### src/rtl/cpu_pkg.sv
// Shared definitions for the CPU control unit: FSM states, opcodes,
// ALU operation codes, bus source selects and CCR flag positions.
package cpu_pkg;

  // Each instruction class owns its own execute states so that every output
  // is a function of state alone, with no dependence on IR after decode.
  typedef enum logic [5:0] {
    S_FETCH_0, S_FETCH_1, S_FETCH_2, S_DECODE_3,
    S_LDA_IMM_4, S_LDA_IMM_5, S_LDA_IMM_6,
    S_LDB_IMM_4, S_LDB_IMM_5, S_LDB_IMM_6,
    S_LDA_DIR_4, S_LDA_DIR_5, S_LDA_DIR_6, S_LDA_DIR_7, S_LDA_DIR_8,
    S_LDB_DIR_4, S_LDB_DIR_5, S_LDB_DIR_6, S_LDB_DIR_7, S_LDB_DIR_8,
    S_STA_DIR_4, S_STA_DIR_5, S_STA_DIR_6, S_STA_DIR_7,
    S_STB_DIR_4, S_STB_DIR_5, S_STB_DIR_6, S_STB_DIR_7,
    S_ADD_AB_4, S_SUB_AB_4, S_AND_AB_4, S_OR_AB_4,
    S_BR_4, S_BR_5, S_BR_6, S_BR_NT_4,
    S_HALT
  } state_t;

  localparam logic [7:0] OP_LDA_IMM = 8'h86;
  localparam logic [7:0] OP_LDA_DIR = 8'h87;
  localparam logic [7:0] OP_LDB_IMM = 8'h88;
  localparam logic [7:0] OP_LDB_DIR = 8'h89;
  localparam logic [7:0] OP_STA_DIR = 8'h96;
  localparam logic [7:0] OP_STB_DIR = 8'h97;
  localparam logic [7:0] OP_ADD_AB  = 8'h42;
  localparam logic [7:0] OP_SUB_AB  = 8'h43;
  localparam logic [7:0] OP_AND_AB  = 8'h44;
  localparam logic [7:0] OP_OR_AB   = 8'h45;
  localparam logic [7:0] OP_BRA     = 8'h20;
  localparam logic [7:0] OP_BMI     = 8'h21;
  localparam logic [7:0] OP_BEQ     = 8'h23;

  localparam logic [2:0] ALU_ADD  = 3'b000;
  localparam logic [2:0] ALU_SUB  = 3'b001;
  localparam logic [2:0] ALU_AND  = 3'b010;
  localparam logic [2:0] ALU_OR   = 3'b011;
  localparam logic [2:0] ALU_INCA = 3'b100;
  localparam logic [2:0] ALU_DECA = 3'b101;

  localparam logic [1:0] BUS1_PC = 2'b00;
  localparam logic [1:0] BUS1_A  = 2'b01;
  localparam logic [1:0] BUS1_B  = 2'b10;

  localparam logic [1:0] BUS2_ALU  = 2'b00;
  localparam logic [1:0] BUS2_BUS1 = 2'b01;
  localparam logic [1:0] BUS2_MEM  = 2'b10;

  localparam int CCR_N = 3;
  localparam int CCR_Z = 2;
  localparam int CCR_V = 1;
  localparam int CCR_C = 0;

endpackage

### src/rtl/control_unit_if.sv
// Control/status bundle between the control unit and the datapath.
interface control_unit_if;
  logic [7:0] IR;
  logic [3:0] CCR_Result;
  logic       IR_Load, MAR_Load, PC_Load, PC_Inc, A_Load, B_Load, CCR_Load;
  logic [2:0] ALU_Sel;
  logic [1:0] Bus1_Sel, Bus2_Sel;
  logic       write;
  logic       halted;

  // Control unit side
  modport master (
    input  IR, CCR_Result,
    output IR_Load, MAR_Load, PC_Load, PC_Inc, A_Load, B_Load, CCR_Load,
           ALU_Sel, Bus1_Sel, Bus2_Sel, write, halted
  );

  // Datapath / memory side
  modport slave (
    output IR, CCR_Result,
    input  IR_Load, MAR_Load, PC_Load, PC_Inc, A_Load, B_Load, CCR_Load,
           ALU_Sel, Bus1_Sel, Bus2_Sel, write, halted
  );
endinterface

### src/rtl/control_unit.sv
// Moore FSM sequencing the 8-bit CPU datapath through fetch, decode and
// execute. Outputs decode from state only; IR and flags steer next state.
module control_unit
  import cpu_pkg::*;
#(
  parameter bit HALT_ON_ILLEGAL = 1'b1
) (
  input  logic           Clk,
  input  logic           Reset,
  control_unit_if.master cu
);

  state_t state_q, state_d;

  // V and C are carried on the bus but no branch here tests them.
  logic unused_flags;
  assign unused_flags = cu.CCR_Result[CCR_V] ^ cu.CCR_Result[CCR_C];

  // State register; reset returns to the top of fetch at once.
  always_ff @(posedge Clk or posedge Reset) begin
    if (Reset) state_q <= S_FETCH_0;
    else       state_q <= state_d;
  end

  // Next-state sequencing; the opcode and flags only matter in DECODE_3.
  always_comb begin
    state_d = state_q;
    unique case (state_q)
      S_FETCH_0:  state_d = S_FETCH_1;
      S_FETCH_1:  state_d = S_FETCH_2;
      S_FETCH_2:  state_d = S_DECODE_3;
      S_DECODE_3: begin
        case (cu.IR)
          OP_LDA_IMM: state_d = S_LDA_IMM_4;
          OP_LDB_IMM: state_d = S_LDB_IMM_4;
          OP_LDA_DIR: state_d = S_LDA_DIR_4;
          OP_LDB_DIR: state_d = S_LDB_DIR_4;
          OP_STA_DIR: state_d = S_STA_DIR_4;
          OP_STB_DIR: state_d = S_STB_DIR_4;
          OP_ADD_AB:  state_d = S_ADD_AB_4;
          OP_SUB_AB:  state_d = S_SUB_AB_4;
          OP_AND_AB:  state_d = S_AND_AB_4;
          OP_OR_AB:   state_d = S_OR_AB_4;
          OP_BRA:     state_d = S_BR_4;
          OP_BMI:     state_d = cu.CCR_Result[CCR_N] ? S_BR_4 : S_BR_NT_4;
          OP_BEQ:     state_d = cu.CCR_Result[CCR_Z] ? S_BR_4 : S_BR_NT_4;
          default:    state_d = HALT_ON_ILLEGAL ? S_HALT : S_FETCH_0;
        endcase
      end
      S_LDA_IMM_4: state_d = S_LDA_IMM_5;
      S_LDA_IMM_5: state_d = S_LDA_IMM_6;
      S_LDA_IMM_6: state_d = S_FETCH_0;
      S_LDB_IMM_4: state_d = S_LDB_IMM_5;
      S_LDB_IMM_5: state_d = S_LDB_IMM_6;
      S_LDB_IMM_6: state_d = S_FETCH_0;
      S_LDA_DIR_4: state_d = S_LDA_DIR_5;
      S_LDA_DIR_5: state_d = S_LDA_DIR_6;
      S_LDA_DIR_6: state_d = S_LDA_DIR_7;
      S_LDA_DIR_7: state_d = S_LDA_DIR_8;
      S_LDA_DIR_8: state_d = S_FETCH_0;
      S_LDB_DIR_4: state_d = S_LDB_DIR_5;
      S_LDB_DIR_5: state_d = S_LDB_DIR_6;
      S_LDB_DIR_6: state_d = S_LDB_DIR_7;
      S_LDB_DIR_7: state_d = S_LDB_DIR_8;
      S_LDB_DIR_8: state_d = S_FETCH_0;
      S_STA_DIR_4: state_d = S_STA_DIR_5;
      S_STA_DIR_5: state_d = S_STA_DIR_6;
      S_STA_DIR_6: state_d = S_STA_DIR_7;
      S_STA_DIR_7: state_d = S_FETCH_0;
      S_STB_DIR_4: state_d = S_STB_DIR_5;
      S_STB_DIR_5: state_d = S_STB_DIR_6;
      S_STB_DIR_6: state_d = S_STB_DIR_7;
      S_STB_DIR_7: state_d = S_FETCH_0;
      S_ADD_AB_4, S_SUB_AB_4, S_AND_AB_4, S_OR_AB_4: state_d = S_FETCH_0;
      S_BR_4:     state_d = S_BR_5;
      S_BR_5:     state_d = S_BR_6;
      S_BR_6:     state_d = S_FETCH_0;
      S_BR_NT_4:  state_d = S_FETCH_0;
      S_HALT:     state_d = S_HALT;
      default:    state_d = S_FETCH_0;
    endcase
  end

  // Output decode; everything is forced low while Reset is high so an
  // aborted store cannot leave a write strobe on the bus.
  always_comb begin
    cu.IR_Load  = 1'b0;
    cu.MAR_Load = 1'b0;
    cu.PC_Load  = 1'b0;
    cu.PC_Inc   = 1'b0;
    cu.A_Load   = 1'b0;
    cu.B_Load   = 1'b0;
    cu.CCR_Load = 1'b0;
    cu.ALU_Sel  = ALU_ADD;
    cu.Bus1_Sel = BUS1_PC;
    cu.Bus2_Sel = BUS2_ALU;
    cu.write    = 1'b0;
    cu.halted   = 1'b0;
    if (!Reset) begin
      unique case (state_q)
        // PC -> MAR: start of fetch and of every operand fetch
        S_FETCH_0, S_LDA_IMM_4, S_LDB_IMM_4, S_LDA_DIR_4, S_LDB_DIR_4,
        S_STA_DIR_4, S_STB_DIR_4, S_BR_4: begin
          cu.Bus1_Sel = BUS1_PC;
          cu.Bus2_Sel = BUS2_BUS1;
          cu.MAR_Load = 1'b1;
        end
        // Step past the byte just addressed while memory reads it
        S_FETCH_1, S_LDA_IMM_5, S_LDB_IMM_5, S_LDA_DIR_5, S_LDB_DIR_5,
        S_STA_DIR_5, S_STB_DIR_5, S_BR_NT_4: cu.PC_Inc = 1'b1;
        S_FETCH_2: begin
          cu.Bus2_Sel = BUS2_MEM;
          cu.IR_Load  = 1'b1;
        end
        S_LDA_IMM_6, S_LDA_DIR_8: begin
          cu.Bus2_Sel = BUS2_MEM;
          cu.A_Load   = 1'b1;
        end
        S_LDB_IMM_6, S_LDB_DIR_8: begin
          cu.Bus2_Sel = BUS2_MEM;
          cu.B_Load   = 1'b1;
        end
        // Operand byte becomes the effective address
        S_LDA_DIR_6, S_LDB_DIR_6, S_STA_DIR_6, S_STB_DIR_6: begin
          cu.Bus2_Sel = BUS2_MEM;
          cu.MAR_Load = 1'b1;
        end
        S_STA_DIR_7: begin
          cu.Bus1_Sel = BUS1_A;
          cu.write    = 1'b1;
        end
        S_STB_DIR_7: begin
          cu.Bus1_Sel = BUS1_B;
          cu.write    = 1'b1;
        end
        S_ADD_AB_4, S_SUB_AB_4, S_AND_AB_4, S_OR_AB_4: begin
          cu.ALU_Sel  = (state_q == S_SUB_AB_4) ? ALU_SUB :
                        (state_q == S_AND_AB_4) ? ALU_AND :
                        (state_q == S_OR_AB_4)  ? ALU_OR  : ALU_ADD;
          cu.Bus2_Sel = BUS2_ALU;
          cu.A_Load   = 1'b1;
          cu.CCR_Load = 1'b1;
        end
        S_BR_6: begin
          cu.Bus2_Sel = BUS2_MEM;
          cu.PC_Load  = 1'b1;
        end
        S_HALT: cu.halted = 1'b1;
        default: ;
      endcase
    end
  end

endmodule

### src/flat_wrapper.sv
// flat-port wrapper written by rule: the top's interface ports become plain ports
module control_unit_flat import cpu_pkg::*;
#(
  parameter bit HALT_ON_ILLEGAL = 1'b1
)
  (Clk, Reset, cu_IR, cu_CCR_Result, cu_IR_Load, cu_MAR_Load, cu_PC_Load, cu_PC_Inc, cu_A_Load, cu_B_Load, cu_CCR_Load, cu_ALU_Sel, cu_Bus1_Sel, cu_Bus2_Sel, cu_write, cu_halted);
  control_unit_if cu_i ();
  input  logic Clk;
  input  logic Reset;
  input wire logic [$bits(cu_i.IR)-1:0] cu_IR;
  input wire logic [$bits(cu_i.CCR_Result)-1:0] cu_CCR_Result;
  output wire logic [$bits(cu_i.IR_Load)-1:0] cu_IR_Load;
  output wire logic [$bits(cu_i.MAR_Load)-1:0] cu_MAR_Load;
  output wire logic [$bits(cu_i.PC_Load)-1:0] cu_PC_Load;
  output wire logic [$bits(cu_i.PC_Inc)-1:0] cu_PC_Inc;
  output wire logic [$bits(cu_i.A_Load)-1:0] cu_A_Load;
  output wire logic [$bits(cu_i.B_Load)-1:0] cu_B_Load;
  output wire logic [$bits(cu_i.CCR_Load)-1:0] cu_CCR_Load;
  output wire logic [$bits(cu_i.ALU_Sel)-1:0] cu_ALU_Sel;
  output wire logic [$bits(cu_i.Bus1_Sel)-1:0] cu_Bus1_Sel;
  output wire logic [$bits(cu_i.Bus2_Sel)-1:0] cu_Bus2_Sel;
  output wire logic [$bits(cu_i.write)-1:0] cu_write;
  output wire logic [$bits(cu_i.halted)-1:0] cu_halted;
  assign cu_i.IR = cu_IR;
  assign cu_i.CCR_Result = cu_CCR_Result;
  assign cu_IR_Load = cu_i.IR_Load;
  assign cu_MAR_Load = cu_i.MAR_Load;
  assign cu_PC_Load = cu_i.PC_Load;
  assign cu_PC_Inc = cu_i.PC_Inc;
  assign cu_A_Load = cu_i.A_Load;
  assign cu_B_Load = cu_i.B_Load;
  assign cu_CCR_Load = cu_i.CCR_Load;
  assign cu_ALU_Sel = cu_i.ALU_Sel;
  assign cu_Bus1_Sel = cu_i.Bus1_Sel;
  assign cu_Bus2_Sel = cu_i.Bus2_Sel;
  assign cu_write = cu_i.write;
  assign cu_halted = cu_i.halted;
  control_unit #(.HALT_ON_ILLEGAL(HALT_ON_ILLEGAL)) u_core (.Clk(Clk), .Reset(Reset), .cu(cu_i));
endmodule
### config.mk
export PLATFORM = sky130hd
export DESIGN_NAME = control_unit_flat
export DESIGN_NICKNAME = d
export VERILOG_FILES = /design/src/rtl/cpu_pkg.sv /design/src/rtl/control_unit_if.sv /design/src/rtl/control_unit.sv /design/src/flat_wrapper.sv
export SDC_FILE = /design/constraint.sdc
export NUM_CORES = 1
export LEC_CHECK = 0
export ABC_AREA = 1
export CAP_MARGIN = 0
export CORE_MARGIN = 2
export CORE_UTILIZATION = 30
export DETAILED_ROUTE_END_ITERATION = 8
export MAX_ROUTING_LAYER = met4
export PLACE_DENSITY = 0.68
export SLEW_MARGIN = 20
export SYNTH_ARGS = -nofsm -noshare
export SYNTH_HDL_FRONTEND = slang
export SYNTH_SLANG_ARGS = --single-unit
### constraint.sdc
create_clock -name Clk -period 1.8 [get_ports Clk]
set_clock_uncertainty 0.1 [all_clocks]
set_input_delay 0.54 -clock Clk [delete_from_list [all_inputs] [get_ports Clk]]
set_output_delay 0.54 -clock Clk [all_outputs]
set_load 0.01 [all_outputs]
### Word level (Yosys, flattened, before mapping)

Cells that the tools add are included.

| cells by class | value |
|---|---|
| equality and inequality tests | 49 |
| multiplexer cells | 31 |
| reduce and logical (&&, ||, !) cells | 9 |

Operators with widths:

| cell | count |
|---|---|
| $pmux 6 s25 | 1 |
| $eq 6x5->1 const B | 16 |
| $pmux 6 s13 | 1 |
| $eq 6x4->1 const B | 8 |
| $eq 8x8->1 const B | 6 |
| $eq 8x7->1 const B | 4 |
| $eq 6x6->1 const B | 5 |
| $eq 6x3->1 const B | 4 |
| $eq 8x6->1 const B | 3 |
| $mux 1 | 18 |
| $reduce_or 8->1 | 2 |
| $eq 6x2->1 const B | 2 |
| $mux 3 | 4 |
| $reduce_or 12->1 | 1 |
| $mux 2 | 5 |
| $reduce_or 10->1 | 1 |
| $pmux 2 s2 | 2 |
| $eq 6x1->1 const B | 1 |
| $logic_not 6->1 | 1 |
| $reduce_or 6->1 | 1 |
| $reduce_or 2->1 | 2 |
| $reduce_or 4->1 | 1 |

| word-level totals | value |
|---|---|
| register bits | 6 |
| output and inout port bits | 16 |

### Longest topological paths before layout

| depth | value |
|---|---|
| depth after elaboration | 6 |
| gate-level depth with buffers | 10 |
| depth with buffers taken out | 10 |

### Worst setup path before layout

Ideal clock, no wire load.

| timing path | value |
|---|---|
| path type | input-to-output |
| start point | input Reset |
| end point | output cu_ALU_Sel[0] |
| data arrival time | 1.312 ns |
| data required time | 1.160 ns |
| path slack | -0.152 ns |
| cell stages on the path | 6 |
| path buffers | 1 |
| cells stage by stage | buf_4 nor2_1 inv_1 nor2_1 inv_1 nor2_1 |

| between the ends | value |
|---|---|
| longest elaborated chain between the ends | 1 |

Ends and longest elaborated chain:

| item | RTL line | text |
|---|---|---|
| from (decl) | flat_wrapper.sv:9 | `input logic Reset;` |
| $mux 3 | control_unit.sv:99 | `if (!Reset) begin` |
| to (decl) | flat_wrapper.sv:19 | `output wire logic [$bits(cu_i.ALU_Sel)-1:0] cu_ALU_Sel;` |

No other way between the ends.

### Worst setup path in the final report

| timing path | value |
|---|---|
| start point | register u_core.state_q[2] |
| end point | output cu_PC_Inc |

| between the ends | value |
|---|---|
| longest elaborated chain between the ends | 4 |
| elaborated cells on any way between the ends | 11 |

Ends and longest elaborated chain:

| item | RTL line | text |
|---|---|---|
| from (decl) | control_unit.sv:13 | `state_t state_q, state_d;` |
| from (signal assigned) | control_unit.sv:22 | `else state_q <= state_d;` |
| $eq 6x6->1 (tied with other cells) | control_unit.sv:100 | `unique case (state_q)` |
| $reduce_or 8->1 (*) | control_unit.sv:100 |  |
| $mux 1 (*) | control_unit.sv:100 |  |
| $mux 1 (*) | control_unit.sv:99 |  |
| to (decl) | flat_wrapper.sv:15 | `output wire logic [$bits(cu_i.PC_Inc)-1:0] cu_PC_Inc;` |

Mark *: on every way between the ends. The rest lies on a longest branch, timed or not.

==> flow_summary.toml <==
[cells_and_area]
area_growth_pct = 100
drive_gt1_share_pct = 51.9
regMostFlops = "u_core.state_q"
top_regs = "u_core.state_q (6)"
fill_cells = 317
antenna_cells = 0
largest_reg_flops = 6
final_cell_mix = "buf_4 (54), nand2_1 (46), nor2_1 (27)"
nets = 306
fin_cells = 337
layout_commonest_cell = "buf_4"

[cts]
cts_tree = "done"
h-tree-depth = 1
cts.clk_slew.worst_paths_ns = 0.05
cts_sinks = 6
clockBufferDepth = 2
worstSkewPairLatency_ns = 0.25
cts_root_buf = "clkbuf_4"
cts-buffers-inserted = 3

[placed_design]
hpwl_um = 2780
dp_cells = 316
portBuffers = 26
place_ws_ns = -0.879
gp_congestion = 0.942

[sta]
finalHoldViolCount = 0
timing.final.crit_share_pct = 131
setup_ws_ns = -0.552
slew_violations = 0
min_period_ns = 2.35
rsz0062_at_grt = "true"
fmax_mhz = 425
setup-violations-final = 15

[logic_synthesis]
ys_seq_area_share_pct = 14.3
synth-simple-area-share_pct = 61.9
synthArstFlopShare_pct = 100
synth_mux_area_share_pct = 0
synth_edf_count = 0
synth_top_flop_cell = "dfrtp_1"
ys_seq_elements = 6
synth_nets = 216
netlist_instances = 202
yosys_warnings = 0
synthAdderAreaFrac_pct = 0
ys_types = 28
synth_top_family_by_area = "simple AND/OR/NAND/NOR gates"
synth_compound_area_share_pct = 9.64
syn_area_um2 = 1050
syn_avg_cell_area_um2 = 5.20
synth-xor-area-share_pct = 0

[die]
chipWidth_um = 63.2
rows = 21
coreArea_um2 = 3360
die_h_um = 63.2
die-area_um2 = 3990
initial_utilization_pct = 31.2
pin_count = 30

[setup_path]
max_stage_delay_ns = 0.46
critPathMaxFanout = 5
end_kind = "primary output"
cp_top_family = "simple AND/OR/NAND/NOR gates"
path_class = "flop to primary output"
r2r_start = "u_core.state_q[2]$_DFF_PP0_"
reg2regPathDepth = 11
crit_slowest_cell = "dfrtp_2"
crit_chain = "inv_4, buf_12, nor2_8, nand3_1, nand2_1, nor2_1, a21oi_1, buf_2"
worst-path-buf-inv = 3
crit_cells = 8
required_ns = 1.16
start_kind = "flop"
cp.arrival_ns = 1.71
cp-startpoint = "u_core.state_q[2]$_DFF_PP0_"

[grt]
overflow = 0
antenna_found_initial = 0
grt_pass1_wl_um = 6710
grt_max_degree = 10
grt_pass1_vias = 1613
grt_use_total_pct = 21.9

[pwr]
p_clk_share_pct = 5.8
power-per-cell-area_nw_per_um2 = 1120
p_int_mw = 1.15
p_switching_mw = 1.21
swShare_pct = 51.4
irDropWorstVdd_mv = 0.371
power_frac_seq_pct = 13.7
leakagePower_nw = 1.16
p_comb_share_pct = 80.5

[min_path]
hold_path_class = "input pin to async pin"

[drt]
vias = 1655
antenna_left = 0
route.detailed.drc = 0
via_per_inst = 4.91
dr.pass1.iters = 4
wl_per_cell_um = 12.9
drt_iter0_drc = 76
drt-total-wl_um = 4360

[status]
status = "finished, violations left"
failed_checks = "setup timing"

[run]
maxCapViolCount = 0
-- cell type report --
type                    instances  area [um^2]  share of cell area [%]
clock buffers                   4         26.3                    1.25
well taps                      46         57.6                    2.73
flip-flops and latches          6          156                    7.42
inverters                      31          129                    6.12
repair buffers                 88          737                    35.0
multi-input cells             162         1000                    47.5
-- final timing paths --
kind,end,slack [ns]
hold / removal,u_core.state_q[5]$_DFF_PP0_,0.59
max in group asynchronous,u_core.state_q[0]$_DFF_PP0_,0.87
setup / recovery,cu_PC_Inc,-0.55
min in group Clk,u_core.state_q[3]$_DFF_PP0_,0.67
setup reg to reg,u_core.state_q[3]$_DFF_PP0_,0.02
hold reg to reg,u_core.state_q[2]$_DFF_PP0_,0.73
-- logic make-up after synthesis --
| group | Yosys count |
|---|---|
| flip-flops | 6 |
| buffers and inverters | 34 |
| AND/OR/NAND/NOR | 144 |
| AO/OA/AOI/OAI | 17 |
| other | 1 |
-- worst min-delay path, delay by kind of cell --
kind | cells | cell delay (ns)
buffers and inverters | 4 | 0.74
-- cells in the mapped netlist, types with 2 or more instances --
master / number / area [um^2]
a21oi_1: 2 / 10.0
buf_4: 2 / 15.0
dfrtp_1: 6 / 150
inv_1: 27 / 101
inv_2: 3 / 11.3
nand2_1: 59 / 221
nand2_2: 2 / 12.5
nand2_4: 2 / 22.5
nand3_1: 20 / 100
nand4_1: 4 / 25.0
nor2_1: 41 / 154
nor2_2: 2 / 12.5
nor2_4: 2 / 22.5
nor3_1: 8 / 40.0
o211ai_1: 2 / 15.0
o21ai_0: 7 / 35.0
o22ai_1: 2 / 12.5
-- routing by layer --
metal | global-route usage [%] | wire, um
met5 | - | 0
met4 | 14.9 | 344
met3 | 2.50 | 233
met2 | 42.3 | 2230
met1 | 19.9 | 1550
-- what timing repair did --
action / in CTS / in global routing
gates resized for setup: 100 / 43
hold buffers: 0 / 0
pin swaps: 8 / 20
setup buffers: 12 / 7
endpoints found under the setup margin: 15 / 20
gates cloned: 0 / 0
-- metrics by stage --
stage               hold slack (ns)  setup TNS, ns  utilization (%)  power [mW]  instance area [um^2]
floorplan                     0.417       -0.00613                -        1.01                  1090
global placement              0.694         -12.11             51.5        1.66                  1730
detailed placement            0.690         -12.32             51.5        1.66                  1730
CTS                           0.549          -5.21             57.7        2.09                  1940
global route                  0.621          -6.69             62.6        2.51                  2110
finish                        0.595          -5.61             62.6        2.36                  2110
-- power by group through the flow --
| stage | registers (mW) | clock network (mW) | logic (mW) |
|---|---|---|---|
| floorplan | 0.248 | 0 | 0.765 |
| CTS | 0.311 | 0.144 | 1.64 |
| finish | 0.324 | 0.137 | 1.90 |
| global route | 0.326 | 0.155 | 2.03 |
| global placement | 0.285 | 0 | 1.37 |
| detailed placement | 0.288 | 0 | 1.38 |
No activity file was read; power rests on OpenSTA's default activity.
